<file path="config.mk">
export PLATFORM = sky130hd
export DESIGN_NAME = turf_cout_framer
export DESIGN_NICKNAME = d
export VERILOG_FILES = /design/src/rtl/turf_cout_framer.sv
export SDC_FILE = /design/constraint.sdc
export NUM_CORES = 1
export LEC_CHECK = 0
export CORE_MARGIN = 1.5
export CORE_UTILIZATION = 30
export CTS_CLUSTER_SIZE = 16
export DETAILED_ROUTE_END_ITERATION = 6
export RECOVER_POWER = 100
export SYNTH_ARGS = -nofsm -noshare
export SYNTH_HDL_FRONTEND = slang
export SYNTH_SLANG_ARGS = --single-unit
export TNS_END_PERCENT = 10
</file>
<file path="constraint.sdc">
create_clock -name sysclk_i -period 5.05 [get_ports sysclk_i]
set_input_delay 1.01 -clock sysclk_i [delete_from_list [all_inputs] [get_ports sysclk_i]]
set_output_delay 1.01 -clock sysclk_i [all_outputs]
set_load 0.005 [all_outputs]
</file>
<file path="src/rtl/turf_cout_framer.sv">
// Command-out framer: builds per-lane OSERDES words for NUM_SURF SURF lanes plus
// the TURFIO lane, serialising each captured frame word MSB-first over FRAME_BEATS beats.
module turf_cout_framer #(
  parameter int NUM_SURF    = 7,
  parameter int WORD_BITS   = 4,
  parameter int FRAME_BEATS = 8,
  parameter logic [WORD_BITS*FRAME_BEATS-1:0] TRAIN_PATTERN = 32'hA55A6996,
  parameter logic [WORD_BITS*FRAME_BEATS-1:0] IDLE_WORD     = 32'h00000000
) (
  input  logic                                   sysclk_i,
  input  logic                                   rst_i,
  input  logic                                   train_i,
  input  logic                                   sync_i,
  input  logic [WORD_BITS*FRAME_BEATS-1:0]          response_i,
  input  logic [NUM_SURF*WORD_BITS*FRAME_BEATS-1:0] surf_response_i,
  input  logic                                   resp_valid_i,
  output logic                                   resp_ready_o,
  input  logic [NUM_SURF:0]                      lane_enable_i,
  output logic [(NUM_SURF+1)*WORD_BITS-1:0]      lane_data_o,
  output logic                                   frame_start_o,
  output logic                                   in_train_o
);

  localparam int LANES      = NUM_SURF + 1;
  localparam int FRAME_BITS = WORD_BITS * FRAME_BEATS;
  localparam int CNT_W      = (FRAME_BEATS > 1) ? $clog2(FRAME_BEATS) : 1;
  localparam logic [CNT_W-1:0] LAST_BEAT = CNT_W'(FRAME_BEATS - 1);

  logic [CNT_W-1:0]                  beat_cnt_q, beat_cnt_d;
  logic [LANES-1:0][FRAME_BITS-1:0]  shift_q, shift_d;
  logic [LANES*WORD_BITS-1:0]        lane_data_q, lane_data_d;
  logic                              frame_start_q, frame_start_d;
  logic                              in_train_q, in_train_d;
  logic [LANES-1:0][FRAME_BITS-1:0]  frame_word;
  logic                              fs;

  // fs is the single cycle in which a whole new frame is captured.
  assign fs           = (beat_cnt_q == '0) && !rst_i;
  assign resp_ready_o = fs && !train_i && resp_valid_i;

  for (genvar j = 0; j < LANES; j++) begin : g_lane
    logic [FRAME_BITS-1:0] lane_in;
    if (j < NUM_SURF) begin : g_surf
      assign lane_in = surf_response_i[j*FRAME_BITS +: FRAME_BITS];
    end else begin : g_tio
      assign lane_in = response_i;
    end
    assign frame_word[j] = train_i                           ? TRAIN_PATTERN :
                           (resp_valid_i && lane_enable_i[j]) ? lane_in       :
                                                                IDLE_WORD;
  end

  always_comb begin
    beat_cnt_d    = '0;
    shift_d       = '0;
    lane_data_d   = '0;
    frame_start_d = fs;
    in_train_d    = fs ? train_i : in_train_q;

    if (!sync_i && (beat_cnt_q != LAST_BEAT)) begin
      beat_cnt_d = beat_cnt_q + CNT_W'(1);
    end

    // Beat 0 goes straight out on load; the rest follow from the shifter.
    for (int j = 0; j < LANES; j++) begin
      if (fs) begin
        lane_data_d[j*WORD_BITS +: WORD_BITS] = frame_word[j][FRAME_BITS-1 -: WORD_BITS];
        shift_d[j] = frame_word[j] << WORD_BITS;
      end else begin
        lane_data_d[j*WORD_BITS +: WORD_BITS] = shift_q[j][FRAME_BITS-1 -: WORD_BITS];
        shift_d[j] = shift_q[j] << WORD_BITS;
      end
    end
  end

  always_ff @(posedge sysclk_i) begin
    if (rst_i) begin
      beat_cnt_q    <= '0;
      shift_q       <= '0;
      lane_data_q   <= '0;
      frame_start_q <= 1'b0;
      in_train_q    <= 1'b1;
    end else begin
      beat_cnt_q    <= beat_cnt_d;
      shift_q       <= shift_d;
      lane_data_q   <= lane_data_d;
      frame_start_q <= frame_start_d;
      in_train_q    <= in_train_d;
    end
  end

  assign lane_data_o   = lane_data_q;
  assign frame_start_o = frame_start_q;
  assign in_train_o    = in_train_q;

endmodule

</file>
==> results.py, run 1 <==
metrics = {
    "run_status": {
        "status": "finished with violations",
        "violations": "max-capacitance violations, max-slew violations",
    },
    "critical_path": {
        "worst_path_max_delay_cell": "or4b_1",
        "crit_family": "buffers and inverters",
        "critPathMaxFanout": 10,
        "worstSetupPathType": "input pin to output port",
        "endpoint_kind": "output port",
        "critPathMaxStageDelay_ns": 0.79,
        "cp.arrival_ns": 3.25,
        "path_cells": "dlygate4sd3_1 > or4b_1 > nor2_1 > dlygate4sd3_1",
        "crit_required_ns": 4.04,
        "worstSetupStartpointType": "input pin",
        "critPathBufInv": 2,
        "crit_top_cell": "dlygate4sd3_1",
    },
    "layout": {
        "drive_above_1_share_pct": 6.03,
        "register_area_sq_um": 5230,
        "multi_input_area_sq_um": 2980,
        "filler_cell_count": 2774,
        "final_nets": 1409,
        "area_growth_pct": 46.0,
        "insertedDiodeCount": 0,
    },
    "pwr": {
        "p_leak_nw": 5.11,
        "power_density_nw_per_um2": 377,
        "ir_drop_v": 0.000203,
    },
    "synth": {
        "async_reset_ff_share_pct": 0,
        "yosysMostFrequentCell": "dfxtp_1",
        "yosys_warnings": 0,
        "synth_ff_type": "dfxtp_1",
        "post_synth_num_cell_types": 21,
        "yosys-top-cells-area": "dfxtp_1 60%, a22o_1 10%, a21oi_1 7.3%, o21ai_0 6.4%, nor2_1 5.6%",
        "synth.net_count": 1150,
        "synth_area_per_cell_sq_um": 9.98,
        "netlist_instances": 878,
        "synthTopCellsByCount": "261 x dfxtp_1, 130 x nor2_1, 128 x a21oi_1",
        "yosys_register_bits": 261,
        "synth_area_sq_um": 8760,
        "yosysTopAreaCell": "dfxtp_1",
        "synth_edf_count": 0,
        "ys_seq_area_share_pct": 59.6,
        "synth_top_area_share_pct": 59.6,
    },
    "drt": {
        "vias": 7344,
        "ant_nets": 0,
        "wirelength_mm": 27.2,
        "wire_per_inst_microns": 17.6,
        "via_per_inst": 4.76,
        "drtIter0Drc": 317,
        "drc": 0,
        "first_pass_iters": 5,
    },
    "clock_network": {
        "cts_hold_buffers": 0,
        "clk_pin_slew_worst_paths_ns": 0.06,
        "ctsRootBufferMaster": "clkbuf_16",
        "clkSinkCount": 261,
        "cts_resized": 0,
        "htreeDepth": 1,
        "cts.path.max_buffers": 3,
        "cts_tree": "done",
        "cts_buffers": 29,
        "clk_latency_ns": 0.55,
        "postCtsSetupBuffers": 0,
    },
    "global_routing": {
        "grt_util_met2_pct": 29.8,
        "grt_overflow": 0,
        "grt_busiest_layer": "met2",
        "use_met3_pct": 4.65,
        "antenna_found_initial": 1,
        "grtUsageTotal_pct": 17.3,
        "first_global_vias": 7224,
        "grt_pass1_wl_mm": 41.3,
        "grt_max_degree": 94,
        "grtUsageMet1_pct": 21.5,
    },
    "sta": {
        "fmax_ghz": 0.235,
        "fin_setup_tns_ns": 0,
        "skew_ns": 0.0168,
        "finalHoldViolations": 0,
        "tightest_slew_ns": 2.33,
        "post-route-period-util_pct": 84.4,
        "final_max_slew_viol_count": 187,
        "grt_setup_unrepaired": "false",
        "period_needed_ns": 4.26,
        "maxSlewHeadroom_pct": -56.2,
        "setup-violations-final": 0,
        "hold_ws_ns": 0.436,
    },
    "placement": {
        "portBuffers": 303,
        "hpwl_mm": 17.6,
        "gp_congestion": 0.774,
    },
    "floorplan": {
        "rows": 62,
        "dieWidth_microns": 174,
        "start_util_pct": 30.5,
        "dieArea_sq_um": 30200,
        "core_sq_um": 28700,
        "die_h_microns": 174,
        "io_pins": 304,
    },
    "hold_path": {
        "min_path_type": "flop to flop",
    },
    "flow_run": {
        "max_cap_violations": 4,
    },
}
==> worst paths after layout <==
check                      from               to  slack [ns]  depth (start not counted)
hold reg to reg    shift_q[156]  lane_data_o[16]        0.44                          1
setup reg to reg  beat_cnt_q[0]  lane_data_o[10]        1.02                          6
setup / recovery        train_i     resp_ready_o        0.79                          4
hold / removal     shift_q[156]  lane_data_o[16]        0.44                          1
==> layer usage <==
metal | wire length, microns | vias to the layer above
li1 | - | 3570
met3 | 2070 | 39
met5 | 0 | -
met2 | 12800 | 253
met1 | 11700 | 3482
met4 | 611 | 0
==> layout make-up <==
class                   count  share of cell area, %
well taps                 384                   3.76
inverters                   5                  0.147
clock buffers              41                   6.73
repair buffers            314                   24.4
multi-input cells         526                   23.3
flip-flops and latches    261                   40.9
clock inverters            13                  0.783
==> state kept, by name, summed over array words and instances, names as in the netlist <==
signal	count
shift_q	224
in_train_o	1
frame_start_o	1
beat_cnt_q	3
lane_data_o	32
==> cells by family (layout without fill, tap and decap cells) <==
family                   Yosys count  in the layout  synth area share [%]
flip-flops                       261            261                  59.6
buffers and inverters             91            373                  5.61
AND/OR/NAND/NOR                  170            170                  9.18
AO/OA/AOI/OAI                    353            353                  25.1
adder cells (fa/ha/maj)            3              3                 0.429
==> layout by cell type (no fill, tap or decap) <==
cell | synthesis | routed
o21ai_0 | 112 | 112
ha_1 | 3 | 3
a22o_2 | 8 | 8
inv_6 | 0 | 1
clkbuf_16 | 0 | 29
nor4_1 | 1 | 1
a21oi_1 | 128 | 128
clkbuf_8 | 0 | 9
clkdlybuf4s50_1 | 0 | 266
and2_1 | 26 | 18
clkinv_4 | 0 | 1
inv_1 | 5 | 5
nand2_1 | 1 | 1
o31a_1 | 1 | 1
nor2b_1 | 1 | 9
clkinvlp_4 | 0 | 1
and2_0 | 0 | 8
bufinv_16 | 0 | 1
dlygate4sd3_1 | 0 | 37
a22o_1 | 104 | 104
clkinv_2 | 0 | 9
clkbuf_2 | 0 | 1
buf_4 | 0 | 8
or3b_4 | 0 | 1
dfxtp_1 | 261 | 261
nor2_1 | 130 | 130
nor3_1 | 1 | 1
or4b_1 | 0 | 1
clkbuf_1 | 59 | 4
buf_12 | 0 | 1
==> stage by stage <==
stage	utilization (%)	worst slack (ns)	instance area (sq um)	instances	power (mW)
floorplan	-	2.10	8760	878	2.47
global placement	41.5	0.970	11900	1490	2.79
detailed placement	41.5	0.973	11900	1490	2.80
CTS	44.9	0.965	12900	1544	4.90
global route	44.6	0.585	12800	1544	5.02
finish	44.6	0.787	12800	1544	4.82
==> worst reg2reg max path: cells and delay by family (launching register included) <==
family	cells	cell delay [ns]
compound gates	1	0.31
simple gates	2	2.48
buf+inv	2	0.65
fa+ha+maj	1	0.16
flops	1	0.33
==> power breakdown <==
part           switching (mW)  internal, mW  leakage (nW)
Combinational           0.227         0.293          2.48
Sequential             0.0295          2.18          2.15
Clock                   0.858          1.23         0.484
Power figures use the tool's default switching activity.
==> run 2, diff against run 1 <==
==> constraint.sdc (replaced) <==
create_clock -name sysclk_i -period 4.2 [get_ports sysclk_i]
set_input_delay 0.84 -clock sysclk_i [delete_from_list [all_inputs] [get_ports sysclk_i]]
set_output_delay 0.84 -clock sysclk_i [all_outputs]
set_load 0.005 [all_outputs]
==> results.py, run 2 (synthesis results as in run 1) <==
metrics = {
    "clock_network": {
        "cts_buffers": 29,
        "clk_pin_slew_worst_paths_ns": 0.06,
        "cts.path.max_buffers": 3,
        "ctsRootBufferMaster": "clkbuf_16",
        "postCtsSetupBuffers": 0,
        "htreeDepth": 1,
        "cts_resized": 0,
        "clkSinkCount": 261,
        "cts_hold_buffers": 0,
        "cts_tree": "done",
        "clk_latency_ns": 0.54,
    },
    "critical_path": {
        "critPathMaxFanout": 6,
        "crit_required_ns": 3.36,
        "crit_top_cell": "dlygate4sd3_1",
        "endpoint_kind": "output port",
        "path_cells": "dlygate4sd3_1 > or4b_1 > nor2_1 > dlygate4sd3_1",
        "cp.arrival_ns": 2.85,
        "critPathMaxStageDelay_ns": 0.64,
        "worstSetupStartpointType": "input pin",
        "worst_path_max_delay_cell": "dlygate4sd3_1",
        "critPathBufInv": 2,
        "crit_family": "buffers and inverters",
        "worstSetupPathType": "input pin to output port",
    },
    "placement": {
        "hpwl_mm": 17.0,
        "portBuffers": 303,
        "gp_congestion": 0.766,
        "dpl.cell_count": 1495,
    },
    "pwr": {
        "ir_drop_v": 0.000336,
        "swShare_pct": 22.4,
        "power_density_nw_per_um2": 455,
        "power_frac_clock_pct": 43.9,
        "seqPwrFrac_pct": 45.4,
        "p_sw_mw": 1.31,
        "p_int_mw": 4.55,
        "p_comb_share_pct": 10.7,
        "p_leak_nw": 5.13,
        "power_mw": 5.86,
    },
    "hold_path": {
        "min_path_type": "flop to flop",
    },
    "sta": {
        "fmax_ghz": 0.271,
        "finalHoldViolations": 0,
        "post-route-period-util_pct": 88.0,
        "setup-violations-final": 0,
        "period_needed_ns": 3.69,
        "final_max_slew_viol_count": 0,
        "skew_ns": 0.00749,
        "tightest_slew_ns": 1.47,
        "grt_setup_unrepaired": "false",
        "maxSlewHeadroom_pct": 1.98,
        "fin_setup_tns_ns": 0,
    },
    "floorplan": {
        "dieArea_sq_um": 30200,
        "core_sq_um": 28700,
        "rows": 62,
        "die_h_microns": 174,
        "io_pins": 304,
        "start_util_pct": 30.5,
        "dieWidth_microns": 174,
    },
    "layout": {
        "final_cell_mix": "265 x clkdlybuf4s50_1, 261 x dfxtp_1, 129 x nor2_1",
        "final_nets": 1414,
        "layout_commonest_cell": "clkdlybuf4s50_1",
        "fin_cells": 1549,
        "drive_above_1_share_pct": 5.67,
        "area_growth_pct": 46.9,
        "largest_reg_flops": 224,
        "largest_register": "shift_q",
    },
    "global_routing": {
        "grt_max_degree": 115,
        "grt_overflow": 0,
        "grt_pass1_wl_mm": 40.9,
        "grtUsageTotal_pct": 17.1,
        "antenna_found_initial": 2,
        "first_global_vias": 7302,
    },
    "drt": {
        "ant_nets": 0,
        "vias": 7308,
        "drc": 0,
        "drtIter0Drc": 327,
        "first_pass_iters": 5,
        "wire_per_inst_microns": 17.2,
        "via_per_inst": 4.72,
        "wirelength_mm": 26.7,
    },
    "flow_run": {
        "max_cap_violations": 0,
    },
    "run_status": {
        "status": "finished clean",
    },
}
==> run 2: changes by cell type in the layout (fill, tap and decap cells not counted), moves of 2 or more <==
cell,before,now
clkbuf_8,9,14
buf_4,8,3
nor2b_1,9,7
clkinv_2,9,3
clkbuf_1,4,14
and2_1,18,15
and2_0,8,11
buf_12,1,3
==> run 2: area by class of cell <==
class / count / area (sq um)
fillers: 2753 / 15800
flip-flops and latches: 261 / 5230
repair buffers: 319 / 3150
multi-input cells: 526 / 3000
clock buffers: 48 / 937
well taps: 384 / 480
clock inverters: 5 / 52.6
inverters: 5 / 18.8
diodes: 1 / 2.50
==> run 2: worst paths after layout <==
path	from	to	slack, ns	cells after the start
setup reg to reg	beat_cnt_q[0]	shift_q[157]	1.43	6
hold / removal	shift_q[133]	shift_q[137]	0.44	1
hold reg to reg	shift_q[133]	shift_q[137]	0.44	1
setup / recovery	rst_i	resp_ready_o	0.51	4
==> run 2: stage by stage <==
step / hold slack, ns / worst slack, ns / instance area (sq um) / util (%)
3_5_place_dp: 0.426 / 0.631 / 12000 / 41.7
5_1_grt: 0.451 / 0.310 / 12900 / 44.8
6_report: 0.437 / 0.505 / 12900 / 44.8
2_1_floorplan: 0.420 / 1.59 / 8760 / -
3_3_place_gp: 0.424 / 0.630 / 12000 / 41.7
4_1_cts: 0.440 / 0.620 / 13000 / 45.2
==> run 2: power groups by stage <==
stage,clock (mW),sequential [mW],combinational [mW]
2_1_floorplan,0,2.71,0.266
3_3_place_gp,0,2.71,0.647
3_5_place_dp,0,2.72,0.654
4_1_cts,2.64,2.66,0.657
5_1_grt,2.72,2.67,0.692
6_report,2.57,2.66,0.627
==> run 2: metal layers <==
layer  part of all wire, %  GRT usage [%]  up-vias  wire, microns
li1                      -              -     3577              -
met2                    46           28.7      234          12300
met5                 0.037              0        -             10
met3                   6.9           4.36       42           1830
met4                   2.4           4.42        2            641
met1                    44           21.7     3453          11900
